## config.mk

```make
export PLATFORM = sky130hd
export DESIGN_NAME = fft_result_tx
export DESIGN_NICKNAME = d
export VERILOG_FILES = /design/src/rtl/fft_pkg.sv /design/src/rtl/fft_byte_shifter.sv /design/src/rtl/fft_result_tx.sv
export SDC_FILE = /design/constraint.sdc
export NUM_CORES = 1
export LEC_CHECK = 0
export BUFFER_PORTS_ARGS = -buffer_cell sky130_fd_sc_hd__buf_2
export CELL_PAD_IN_SITES_DETAIL_PLACEMENT = 0
export CELL_PAD_IN_SITES_GLOBAL_PLACEMENT = 1
export CORE_MARGIN = 8
export CORE_UTILIZATION = 39
export CTS_CLUSTER_SIZE = 40
export DETAILED_ROUTE_END_ITERATION = 7
export PLACE_DENSITY_LB_ADDON = 0.1
export SYNTH_ARGS = -nofsm -noshare
export SYNTH_HDL_FRONTEND = slang
export SYNTH_SLANG_ARGS = --single-unit
export TNS_END_PERCENT = 5
```

## constraint.sdc

```tcl
create_clock -name i_clk -period 2.5 [get_ports i_clk]
set_input_delay 0.25 -clock i_clk [delete_from_list [all_inputs] [get_ports i_clk]]
set_output_delay 0.25 -clock i_clk [all_outputs]
set_load 0.02 [all_outputs]
```

## src/rtl/fft_pkg.sv

```systemverilog
// Shared definitions for the FFT result path: sample geometry, transmitter
// state encoding and the {re, im} complex sample packing.
package fft_pkg;

    localparam int unsigned N  = 32;
    localparam int unsigned R  = 5;
    localparam int unsigned DW = 16;
    localparam int unsigned SW = 2 * DW;
    localparam int unsigned NB = SW / 8;
    localparam int unsigned IW = (NB > 1) ? $clog2(NB) : 1;

    typedef enum logic [1:0] {
        ST_IDLE    = 2'd0,
        ST_CAPTURE = 2'd1,
        ST_SEND    = 2'd2,
        ST_DONE    = 2'd3
    } state_t;

    typedef struct packed {
        logic [DW-1:0] re;
        logic [DW-1:0] im;
    } cplx_t;

    // Real part occupies the upper half so it leaves the link first.
    function automatic logic [SW-1:0] pack_sample(input logic [DW-1:0] re,
                                                  input logic [DW-1:0] im);
        return {re, im};
    endfunction

endpackage

```

## src/rtl/fft_byte_shifter.sv

```systemverilog
// Parallel-load shift register that presents one sample MSB byte first,
// with a byte index and a last-byte flag for the controlling FSM.
module fft_byte_shifter
    import fft_pkg::*;
(
    input  logic          i_clk,
    input  logic          i_rst,
    input  logic          i_load,
    input  logic [SW-1:0] i_load_data,
    input  logic          i_shift,
    output logic [7:0]    o_byte_c,
    output logic          o_last_c
);

    logic [SW-1:0] r_shreg;
    logic [IW-1:0] r_idx;

    always_ff @(posedge i_clk) begin
        if (i_rst) begin
            r_shreg <= '0;
            r_idx   <= '0;
        end else if (i_load) begin
            r_shreg <= i_load_data;
            r_idx   <= '0;
        end else if (i_shift) begin
            r_shreg <= {r_shreg[SW-9:0], 8'h00};
            r_idx   <= r_idx + IW'(1);
        end
    end

    assign o_byte_c = r_shreg[SW-1 -: 8];
    assign o_last_c = (r_idx == IW'(NB - 1));

endmodule

```

## src/rtl/fft_result_tx.sv

```systemverilog
// Captures one bank read-back sample per sequencer request, streams it out as
// bytes over valid/ready, and reports per-sample and per-frame completion.
module fft_result_tx
    import fft_pkg::*;
(
    input  logic          i_clk,
    input  logic          i_rst,
    input  logic          i_m0_r_en,
    input  logic          i_m1_r_en,
    input  logic [SW-1:0] i_m0_rdata,
    input  logic [SW-1:0] i_m1_rdata,
    output logic [7:0]    o_byte_data,
    output logic          o_byte_valid,
    input  logic          i_byte_ready,
    output logic          o_tx_valid,
    output logic          o_frame_done,
    output logic          o_busy,
    output logic          o_overrun
);

    state_t          r_state;
    state_t          w_next_state;
    logic            r_bank_sel;
    logic [R-1:0]    r_sample_cnt;
    logic            w_en_any;
    logic            w_load;
    logic            w_shift;
    logic            w_last;
    logic            w_cnt_last;
    cplx_t           w_sel_sample;

    assign w_en_any     = i_m0_r_en | i_m1_r_en;
    assign w_cnt_last   = (r_sample_cnt == R'(N - 1));
    assign w_sel_sample = r_bank_sel ? cplx_t'(i_m1_rdata) : cplx_t'(i_m0_rdata);

    always_ff @(posedge i_clk) begin
        if (i_rst) begin
            r_state <= ST_IDLE;
        end else begin
            r_state <= w_next_state;
        end
    end

    always_comb begin
        w_next_state = r_state;
        w_load       = 1'b0;
        w_shift      = 1'b0;
        case (r_state)
            ST_IDLE: begin
                if (w_en_any) begin
                    w_next_state = ST_CAPTURE;
                end
            end
            ST_CAPTURE: begin
                w_load       = 1'b1;
                w_next_state = ST_SEND;
            end
            ST_SEND: begin
                if (i_byte_ready) begin
                    w_shift = 1'b1;
                    if (w_last) begin
                        w_next_state = ST_DONE;
                    end
                end
            end
            ST_DONE: begin
                w_next_state = ST_IDLE;
            end
            default: begin
                w_next_state = ST_IDLE;
            end
        endcase
    end

    // Bank0 takes priority when both enables arrive together.
    always_ff @(posedge i_clk) begin
        if (i_rst) begin
            r_bank_sel <= 1'b0;
        end else if (r_state == ST_IDLE && w_en_any) begin
            r_bank_sel <= ~i_m0_r_en;
        end
    end

    always_ff @(posedge i_clk) begin
        if (i_rst) begin
            r_sample_cnt <= '0;
        end else if (r_state == ST_DONE) begin
            r_sample_cnt <= w_cnt_last ? '0 : r_sample_cnt + R'(1);
        end
    end

    // Status outputs are registered from the next state so they line up with it.
    always_ff @(posedge i_clk) begin
        if (i_rst) begin
            o_byte_valid <= 1'b0;
            o_tx_valid   <= 1'b0;
            o_frame_done <= 1'b0;
            o_busy       <= 1'b0;
            o_overrun    <= 1'b0;
        end else begin
            o_byte_valid <= (w_next_state == ST_SEND);
            o_tx_valid   <= (w_next_state == ST_DONE);
            o_frame_done <= (w_next_state == ST_DONE) && w_cnt_last;
            o_busy       <= (w_next_state != ST_IDLE);
            o_overrun    <= o_overrun | (w_en_any && (r_state != ST_IDLE));
        end
    end

    fft_byte_shifter u_shifter (
        .i_clk       (i_clk),
        .i_rst       (i_rst),
        .i_load      (w_load),
        .i_load_data (pack_sample(w_sel_sample.re, w_sel_sample.im)),
        .i_shift     (w_shift),
        .o_byte_c    (o_byte_data),
        .o_last_c    (w_last)
    );

endmodule

```

# Word level (Yosys, flattened, before mapping)
# Index checks and enable logic that the tools add are counted.
# classes
n_addsub	2
n_eq_ne	7
muxes	11
bitwise	3
reduce_logical	8
# op_table
operator	n
$mux 32	3
$eq 2x2->1 const B	5
$pmux 2 s4	1
$mux 2	3
$reduce_bool 2->1	3
$add 5x1->5 const B	1
$eq 5x5->1 const B	1
$mux 5	1
$logic_and 1x1->1	3
$mux 1	3
$add 2x1->2 const B	1
$eq 2x1->1 const B	1
$logic_not 2->1	1
$or 1x1->1	2
$reduce_or 2->1	1
$not 1->1	1
# totals
regBits	47
inputBits	69
out_inout_bits	13
wordCells	41

# Longest topological paths before layout
# Gate-level depths: netlist of the first run.
# depth
word_depth	6
mapped_depth	7
mapped_depth_nobuf	6

# By module
# From an unflattened synthesis of the first run, not the netlist that was laid out.
# unflattened
hier_cells	251
area_unflattened_um2	2502.4
# by_module_without_submodules
module	n_inst	cells_each	area_per_inst_um2	seq_area_each_um2
fft_byte_shifter	1	158	1574.0	680.7
fft_result_tx	1	93	928.4	260.2

# Worst setup path after synthesis of the first run
# Ideal clock, no wire load.
# synth_path
path_type	reg-to-reg
from	register r_sample_cnt[0]
to	register r_sample_cnt[3]
setup_ns	0.070
arrival_ns	1.487
required_time_ns	2.430
setup_slack_ns	0.943
stages_incl_launch_ff	6
path_buffers	0
synth_period_minus_slack_ns	1.557
path_cell_list	dfxtp_1 > ha_1 > and3_1 > ha_1 > or4_1 > a21oi_1
# synth_between
elab_chain_len	2
elab_cells_between_ends	3
classes_between	add/sub: 1; eq/ne: 1; mux: 1
# synth_lines
item	line	source
from (decl)	fft_result_tx.sv:24	logic [R-1:0] r_sample_cnt;
from (signal assigned)	fft_result_tx.sv:88	r_sample_cnt <= w_cnt_last ? '0 : r_sample_cnt + R'(1);
$add 5x1->5 / $eq 5x5->1 (equally long branches)	fft_result_tx.sv:88, fft_result_tx.sv:33	
$mux 5 *	fft_result_tx.sv:88	
# Mark *: on every way between the ends. The rest lies on a longest branch, timed or not.
# A chain may end at the register's enable or synchronous reset.

# Worst setup path in the final report of the first run
# layout_path
from	register r_state[0]
to	register u_shifter.r_shreg[30]
# layout_between
elab_chain_len	3
elab_cells_between_ends	6
classes_between	eq/ne: 2; mux: 3; reduce/logical: 1
# layout_lines
item	line	source
from (decl)	fft_result_tx.sv:21	state_t r_state;
from (signal assigned)	fft_result_tx.sv:40	r_state <= w_next_state;
$eq 2x1->1 / $eq 2x2->1 (equally long branches)	fft_result_tx.sv:48	case (r_state)
$mux 1	fft_result_tx.sv:48	
$mux 32 / $reduce_bool 2->1 (equally long branches)	--	
to (signal assigned)	fft_byte_shifter.sv:23	r_shreg <= i_load_data;
to (signal assigned)	fft_byte_shifter.sv:26	r_shreg <= {r_shreg[SW-9:0], 8'h00};
to (decl)	fft_byte_shifter.sv:15	logic [SW-1:0] r_shreg;
# Parallel ways exist; a longest one is shown, timed or not.

==> results of run 1 <==
[power by group through the flow]
stage	Combinational, W	Sequential [W]	Clock (W)
5_1_grt	0.000708	0.000920	0.000542
3_5_place_dp	0.000638	0.000925	0
2_1_floorplan	0.000493	0.000915	0
6_report	0.000628	0.000906	0.000494
3_3_place_gp	0.000632	0.000922	0
4_1_cts	0.000640	0.000907	0.000512
[cell families after synthesis]
logic type	Yosys count	share of synthesized area
compound gates	72	0.219
simple gates	50	0.0955
flops	47	0.410
mux	35	0.157
buf+inv	31	0.0764
fa+ha+maj	7	0.0382
xor+xnor	1	0.00382
[sequential cells by signal, indices dropped and copies added, names as in the netlist]
signal / cells
o_overrun: 1
u_shifter.r_idx: 2
o_busy: 1
o_byte_valid: 1
u_shifter.r_shreg: 32
o_tx_valid: 1
r_sample_cnt: 5
o_frame_done: 1
r_bank_sel: 1
r_state: 2
[metrics by stage]
stage	area, sq um	worst slack [ns]	instances
finish	2790	0.525	385
global route	2790	0.359	385
CTS	2790	0.497	385
detailed placement	2690	0.519	377
global placement	2690	0.590	377
floorplan	2290	0.943	243
[metal layers]
metal / global-route usage / vias up / routed length, microns
met2: 0.192 / 54 / 2430
met4: 0.0403 / 0 / 49
met3: 0.0445 / 4 / 379
met5: 0 / - / 0
li1: - / 996 / -
met1: 0.151 / 819 / 2460
[how the worst min path moves through the flow]
stage          startpoint          to  depth (start not counted)
6_report        i_m0_r_en  r_bank_sel                          2
5_1_grt         i_m0_r_en  r_bank_sel                          2
4_1_cts         i_m0_r_en  r_bank_sel                          2
3_5_place_dp    o_overrun   o_overrun                          2
3_3_place_gp    o_overrun   o_overrun                          2
2_1_floorplan   i_m0_r_en  r_bank_sel                          1
[worst reg2reg max path: stages, from the launching register on]
cell     delay [ns]
dfxtp_1        0.35
inv_1          0.10
ha_1           0.30
a21oi_4        0.15
nor2_2         0.76
a22o_1         0.27
[cell usage after synthesis]
cell type / number / area [sq um]
a211oi_1: 1 / 7.51
a211oi_2: 1 / 12.5
a21oi_1: 30 / 150
a21oi_4: 1 / 16.3
a22o_1: 24 / 210
a22oi_1: 8 / 60.1
a31oi_1: 1 / 6.26
and2_1: 1 / 6.26
and3_1: 1 / 6.26
buf_1: 2 / 7.51
buf_2: 8 / 40.0
buf_4: 13 / 97.6
clkbuf_1: 2 / 7.51
dfxtp_1: 47 / 941
ha_1: 7 / 87.6
inv_1: 5 / 18.8
inv_2: 1 / 3.75
mux2_2: 8 / 90.1
mux2i_1: 27 / 270
nand2_1: 1 / 3.75
nand2b_1: 1 / 6.26
nand3_1: 1 / 5.00
nor2_1: 38 / 143
nor2_2: 1 / 6.26
nor3_1: 2 / 10.0
nor3b_1: 2 / 15.0
nor4bb_1: 1 / 10.0
o21ai_0: 3 / 15.0
o21bai_1: 1 / 7.51
o31a_1: 1 / 8.76
o31ai_1: 1 / 7.51
or4_1: 1 / 7.51
xor2_1: 1 / 8.76
[cells in the final DEF, fill, tap and decap left out, types with 3 or more instances in the layout]
cell,synthesis,layout
clkbuf_8,0,7
mux2_2,8,8
a22o_1,24,24
nor2_1,38,38
mux2i_1,27,27
dfxtp_1,47,46
ha_1,7,6
a22oi_1,8,8
inv_1,5,5
buf_2,8,81
o21ai_0,3,3
a21oi_1,30,30
[layout make-up]
| class | count | area (sq um) | share of cell area |
|---|---|---|---|
| clock buffers | 8 | 100 | 0.0359 |
| inverters | 6 | 22.5 | 0.00808 |
| multi-input cells | 165 | 1190 | 0.426 |
| repair buffers | 84 | 440 | 0.158 |
| flip-flops and latches | 47 | 942 | 0.338 |
| well taps | 75 | 93.8 | 0.0337 |
==> flow_summary.yaml, run 1 <==
clocking:
  cts_made_buffers: 5
  post_cts_buffers: 0
  cts_resized: 0
  path_clk_slew_ns: 0.08
  cts-root-buf: "clkbuf_8"
  h-tree-depth: 2
  insertion_delay_ns: 0.29
  clock_path_buffers: 2
  cts_tree: "yes"
  cts_num_sinks: 47
  hold_buffers: 0
critical_path:
  critPathMaxFanout: 24
  crit_required_ns: 2.74
  critical-path-top-delay-family: "simple AND/OR/NAND/NOR gates"
  reg2reg_setup_slack_ns: 0.53
  critical_path_arrival_ns: 2.22
  endpoint: "u_shifter.r_shreg[30]"
  crit_path_start_kind: "register"
  max_stage_delay_ns: 0.76
  cp_num_buf_inv: 1
  timing.setup.critical_path_class: "reg -> reg"
  regToRegEndpoint: "u_shifter.r_shreg[30]"
  startpoint: "r_state[0]"
  rr_startpoint: "r_state[0]"
  worstRegToRegCells: 5
  cp.depth: 5
  worst_setup_path_end_kind: "register"
  cp_slowest_cell: "nor2_2"
  crit_chain: "inv_1, ha_1, a21oi_4, nor2_2, a22o_1"
min_path:
  hold_path_class: "in -> reg"
timing:
  slew_headroom: 0.352
  maxClockFrequency_mhz: 506
  min_period_ns: 1.97
  setup_tns_ns: 0
  setup_viol: 0
  fin_crit_sh: 0.790
  grt_setup_unrepaired: "no"
  final_hold_viol_count: 0
  drv_slew: 0
  skew_ns: 0.00452
  worstMarginPinSlew_ns: 0.971
  worst_hold_slack_ns: 0.154
pwr:
  power.internal_w: 0.00137
  swShare: 0.324
  switchingPower_w: 0.000657
  cellPowerDensity_mw_per_mm2: 728
  power_w: 0.00203
  p_comb_frac: 0.310
  leakage_nw: 1.23
  pwr-share-seq: 0.447
  clockPowerShare: 0.243
  max-vdd-ir-drop_mv: 0.256
detailed_routing:
  first_iter_violations: 59
  vias_per_cell: 4.86
  drc: 0
  via_count: 1873
  drtAntennaViolNets: 0
  wl_per_cell_microns: 13.8
  first_pass_iters: 4
  totalWireLength_microns: 5320
cells_and_area:
  post-route-util: 0.479
  syn2layout_area_growth_pct: 21.5
  n_fill_cell: 587
  finalNetCount: 385
  antennaDiodeCount: 0
  drive_gt1_frac: 0.339
floorplan:
  die-width_microns: 92.7
  die_height_microns: 92.7
  initial_utilization: 0.394
  io_pins: 82
  core_area_sq_mm: 0.00582
  die-area_sq_mm: 0.00859
  rows: 28
global_route:
  antenna_found_initial: 0
  track_usage: 0.122
  grt_pass1_vias: 1812
  grt_pass1_wl_microns: 8540
  grt_max_degree: 60
  overflow: 0
placement:
  portBuffers: 81
  hpwl_microns: 3910
  gp_congestion: 0.705
synth:
  syn_area_sq_mm: 0.00229
  yosysUniqueCellTypes: 33
  ys_ff_latch: 47
  syn_inst: 243
  synth_nets: 319
  ys_seq_area_frac: 0.410
  yosysWarningCount: 0
  syn_avg_cell_area_sq_um: 9.44
job:
  maxCapViolations: 0
outcome:
  status: "finished, final reports clean"
Power figures use the tool's default switching activity.
==> run 2, diff against run 1 <==
- ABC_AREA: default -> 1
- CORE_UTILIZATION: 39 -> 32
- clock period: 2.5 -> 1.6 ns (I/O delays scaled with it)
==> run 2 against run 1 <==
Compared with the run above: sequential share of layout area fell by 2.9 points; register-to-register slack got worse by 0.37 ns; sequential power rose by 66%; critical path depth rose by 2; global-route usage fell by 0.22 points.
==> flow_summary.yaml, run 2 <==
cells_and_area:
  n_fill_cell: 855
  layout_commonest_cell: "nand2_1"
  finalNetCount: 502
  mostFrequentLayoutCells: "nand2_1, buf_2, dfxtp_1, a21oi_1, nand3_1"
  regMostFlops: "u_shifter.r_shreg"
  syn2layout_area_growth_pct: 19.0
  antennaDiodeCount: 0
  final_cells: 529
  drive_gt1_frac: 0.307
  fin_area_sq_mm: 0.00304
  biggestRegsByFlops: "u_shifter.r_shreg: 32 flops, r_sample_cnt: 5 flops"
  largest_reg_flops: 32
timing:
  skew_ns: 0.00576
  min_period_ns: 1.44
  fin_crit_sh: 0.901
  worstMarginPinSlew_ns: 0.500
  slew_headroom: 0.666
  grt_setup_unrepaired: "no"
  setup_viol: 0
  maxClockFrequency_mhz: 693
  setup_tns_ns: 0
  final_hold_viol_count: 0
  drv_slew: 0
  setup_slack_ns: 0.158
synth:
  synth_nets: 437
  synth.mux.area_fraction: 0
  syn_avg_cell_area_sq_um: 7.09
  ys_ff_latch: 47
  synth_adder_area_share: 0.0342
  yosysWarningCount: 0
  yosysTopAreaCell: "dfxtp_1"
  yosys.area_share.simple: 0.324
  synth_edf_count: 0
  netlist_top_cells_count: "nand2_1, dfxtp_1, a21oi_1"
  ys_top_cells_by_area: "dfxtp_1, nand2_1, a21oi_1, nand3_1, buf_4"
  synth_top_area_share: 0.368
  synth.most_common_cell: "nand2_1"
  syn_inst: 361
  synth_compound_area_frac: 0.163
  syn_area_sq_mm: 0.00256
  ys.flop_type: "dfxtp_1"
  yosysUniqueCellTypes: 28
  synth_top_family_by_area: "simple AND/OR/NAND/NOR gates"
  ys_seq_area_frac: 0.368
  synthXorXnorAreaFrac: 0
  ys_async_sr_fraction: 0
critical_path:
  max_stage_delay_ns: 0.34
  cp_num_buf_inv: 2
  worst_setup_path_end_kind: "register"
  critical_path_arrival_ns: 1.67
  crit_path_start_kind: "register"
  timing.setup.critical_path_class: "reg -> reg"
  path_common_cell: "nand2_2"
  crit_required_ns: 1.82
  critical-path-top-delay-family: "flip-flops"
  cp_slowest_cell: "dfxtp_2"
  crit_chain: "inv_1, ha_1, nand2_2, nand2_2, buf_12, o21ai_0, a21oi_1"
  critPathMaxFanout: 34
floorplan:
  die_height_microns: 105
  die-width_microns: 105
  rows: 32
  die-area_sq_mm: 0.0111
  core_area_sq_mm: 0.00773
  initial_utilization: 0.331
  io_pins: 82
placement:
  dp_cells: 521
  place_area_sq_mm: 0.00294
  portBuffers: 81
  hpwl_microns: 4790
  pre_cts_ws_ns: 0.134
  gp_congestion: 0.699
clocking:
  cts_tree: "yes"
  cts_made_buffers: 5
  h-tree-depth: 2
  cts-root-buf: "clkbuf_8"
  hold_buffers: 0
  clock_path_buffers: 2
  insertion_delay_ns: 0.29
  path_clk_slew_ns: 0.08
  cts_num_sinks: 47
detailed_routing:
  totalWireLength_microns: 6420
  via_count: 2356
  drc: 0
  first_iter_violations: 84
  wl_per_cell_microns: 12.1
  first_pass_iters: 4
  drtAntennaViolNets: 0
  vias_per_cell: 4.45
pwr:
  power_w: 0.00364
  leakage_nw: 1.46
  max-vdd-ir-drop_mv: 0.410
  cellPowerDensity_mw_per_mm2: 1200
job:
  maxCapViolations: 0
min_path:
  hold_path_class: "in -> reg"
global_route:
  grt_max_degree: 56
  overflow: 0
  track_usage: 0.120
  grt_pass1_wl_microns: 11300
  grt_pass1_vias: 2465
  antenna_found_initial: 0
outcome:
  status: "finished, final reports clean"
==> run 2: cell types whose count changed after synthesis, sizes merged, moves of 3 or more <==
cell / before / now
nand3: 1 / 22
mux2: 8 / 0
a21oi: 31 / 37
buf: 23 / 26
mux2i: 27 / 0
nand2: 1 / 129
inv: 6 / 14
a22o: 24 / 0
nor2: 39 / 18
a22oi: 8 / 0
o21ai: 3 / 30
or2: 0 / 22
==> run 2: path summary, 6_finish.rpt <==
kind	startpoint	end	slack, ns	cells after the start
worst max-delay path	r_state[0]	u_shifter.r_shreg[31]	0.16	7
worst min-delay path	i_m0_r_en	r_bank_sel	0.05	2
worst min register to register	u_shifter.r_shreg[0]	u_shifter.r_shreg[0]	0.46	2
worst max register to register	r_state[0]	u_shifter.r_shreg[31]	0.16	7
==> run 2: area by class of cell <==
| type | count | area (sq um) | share of cell area |
|---|---|---|---|
| inverters | 15 | 57.6 | 0.0189 |
| repair buffers | 87 | 475 | 0.156 |
| flip-flops and latches | 47 | 942 | 0.309 |
| well taps | 102 | 128 | 0.0419 |
| clock buffers | 8 | 100 | 0.0329 |
| multi-input cells | 270 | 1340 | 0.441 |
==> run 2: routing by layer <==
metal  up-vias  global-route usage  share of wire
li1       1273                   -              -
met1      1019               0.146           0.48
met2        55               0.199           0.45
met3         9              0.0353          0.056
met4         0              0.0367          0.013
met5         -                   0              0
==> run 2: power by group <==
part	total, W	switching, W	internal, W
registers	0.00150	0.000114	0.00139
clock network	0.000779	0.000384	0.000395
logic	0.00136	0.000809	0.000549
total	0.00364	0.00131	0.00233
==> run 2: cells by family after synthesis <==
family,after synthesis
fa+ha+maj,7
buf+inv,44
compound gates,68
simple gates,195
flops,47
==> run 2: per-stage QoR <==
step                      hold slack [ns]  utilization
after floorplan                     0.254            -
after global placement              0.363        0.380
after detailed placement            0.363        0.380
after CTS                          0.0325        0.393
after global routing               0.0506        0.394
final                              0.0488        0.394
==> run 2: timing repair <==
item / CTS / global route
setup endpoints to repair: 0 / 11
gates resized for setup: 0 / 2
buffers inserted: 0 / 0
hold endpoints to repair: 0 / 0
==> run 3, diff against run 2 <==
- ABC_AREA: 1 -> default
- CORE_UTILIZATION: 32 -> 33
- SKIP_CTS_REPAIR_TIMING: default -> 1
==> run 3 against run 2 <==
Compared with the run above: global-route usage up 0.071 points; clock power down 1%; sequential power down 7%; cell area down 3.5%.
==> flow_summary.yaml, run 3 (synthesis results as in run 1) <==
outcome:
  status: "finished, final reports clean"
global_route:
  grt_pass1_vias: 2048
  grt_pass1_wl_microns: 9780
  overflow: 0
  grt_max_degree: 37
  track_usage: 0.121
  antenna_found_initial: 0
detailed_routing:
  drc: 0
  via_count: 1915
  first_iter_violations: 110
  vias_per_cell: 4.75
  drtAntennaViolNets: 0
  wl_per_cell_microns: 14.1
  first_pass_iters: 4
  totalWireLength_microns: 5670
pwr:
  max-vdd-ir-drop_mv: 0.367
  leakage_nw: 1.30
  cellPowerDensity_mw_per_mm2: 1120
clocking:
  insertion_delay_ns: 0.30
  clock_path_buffers: 2
  cts_tree: "yes"
  cts-root-buf: "clkbuf_8"
  cts_num_sinks: 47
  path_clk_slew_ns: 0.09
  h-tree-depth: 2
  cts_made_buffers: 5
timing:
  min_period_ns: 1.54
  setup_viol: 0
  final_hold_viol_count: 0
  drv_slew: 0
  slew_headroom: 0.635
  worstMarginPinSlew_ns: 0.547
  skew_ns: 0.00935
  maxClockFrequency_mhz: 650
  grt_setup_unrepaired: "no"
  fin_crit_sh: 0.962
critical_path:
  reg2reg_setup_slack_ns: 0.06
  critical_path_arrival_ns: 1.78
  worst_setup_path_end_kind: "register"
  startpoint: "r_sample_cnt[1]"
  crit_required_ns: 1.84
  regToRegEndpoint: "r_sample_cnt[3]"
  rr_startpoint: "r_sample_cnt[1]"
  critical-path-top-delay-family: "simple AND/OR/NAND/NOR gates"
  crit_path_start_kind: "register"
  timing.setup.critical_path_class: "reg -> reg"
  endpoint: "r_sample_cnt[3]"
  cp_slowest_cell: "or4_4"
  worstRegToRegCells: 5
  critPathMaxFanout: 4
  cp_num_buf_inv: 0
  max_stage_delay_ns: 0.48
  cp.depth: 5
  crit_chain: "ha_2, and3_1, ha_1, or4_4, a21oi_2"
floorplan:
  rows: 30
  die-width_microns: 99.4
  die-area_sq_mm: 0.00987
  io_pins: 82
  core_area_sq_mm: 0.00676
  initial_utilization: 0.339
  die_height_microns: 99.4
placement:
  dp_cells: 395
  gp_congestion: 0.714
  hpwl_microns: 4260
  portBuffers: 81
cells_and_area:
  biggestRegsByFlops: "u_shifter.r_shreg: 32 flops, r_sample_cnt: 5 flops"
  drive_gt1_frac: 0.387
  layout_commonest_cell: "buf_2"
  n_fill_cell: 685
  antennaDiodeCount: 0
  largest_reg_flops: 32
  mostFrequentLayoutCells: "buf_2, dfxtp_1, nor2_1, a21oi_1, mux2i_1"
  regMostFlops: "u_shifter.r_shreg"
  syn2layout_area_growth_pct: 28.0
  post-route-util: 0.435
  final_cells: 403
  finalNetCount: 398
job:
  maxCapViolations: 0
min_path:
  hold_path_class: "in -> reg"
[run 3: area by class of cell]
cell class                      instances  area, sq um  area share
Timing Repair Buffer                   97          563       0.192
Sequential cell                        47          945       0.322
Tap cell                               80          100      0.0341
Clock inverter                          2         16.3     0.00554
Multi-Input combinational cell        165         1210       0.411
Inverter                                6         22.5     0.00767
Clock buffer                            6         82.6      0.0281
[run 3: layer usage]
layer | vias to the layer above | part of all wire | track usage
met3 | 2 | 0.069 | 0.0447
met1 | 839 | 0.51 | 0.157
met2 | 53 | 0.42 | 0.181
met5 | - | 0 | 0
li1 | 1021 | - | -
met4 | 0 | 0.0053 | 0.0349
[run 3: how the worst min path moves through the flow]
| stage | startpoint | to | depth (start not counted) |
|---|---|---|---|
| global route | i_m0_r_en | r_bank_sel | 2 |
| floorplan | i_m0_r_en | r_bank_sel | 1 |
| detailed placement | i_m0_r_en | r_bank_sel | 2 |
| finish | i_m0_r_en | r_bank_sel | 2 |
| global placement | i_m0_r_en | r_bank_sel | 2 |
| CTS | i_m0_r_en | r_bank_sel | 2 |
[run 3: per-stage QoR]
stage / total power, W / setup TNS, ns / area, sq um / setup slack [ns] / hold WS (ns)
final: 0.00329 / 0 / 2940 / 0.0608 / 0.0698
after global routing: 0.00356 / 0 / 2940 / 0.0114 / 0.0673
after CTS: 0.00332 / -4.19 / 2900 / -0.206 / 0.0650
after detailed placement: 0.00254 / -3.64 / 2800 / -0.187 / 0.380
after global placement: 0.00253 / -2.62 / 2800 / -0.140 / 0.378
after floorplan: 0.00220 / 0 / 2290 / 0.0425 / 0.256
[run 3: power breakdown]
group | internal [W] | switching [W] | leakage, nW | total, W
Clock | 0.000353 | 0.000415 | 0.0474 | 0.000769
Combinational | 0.000520 | 0.000611 | 0.870 | 0.00113
Sequential | 0.00132 | 0.0000768 | 0.384 | 0.00139
Total | 0.00219 | 0.00110 | 1.30 | 0.00329
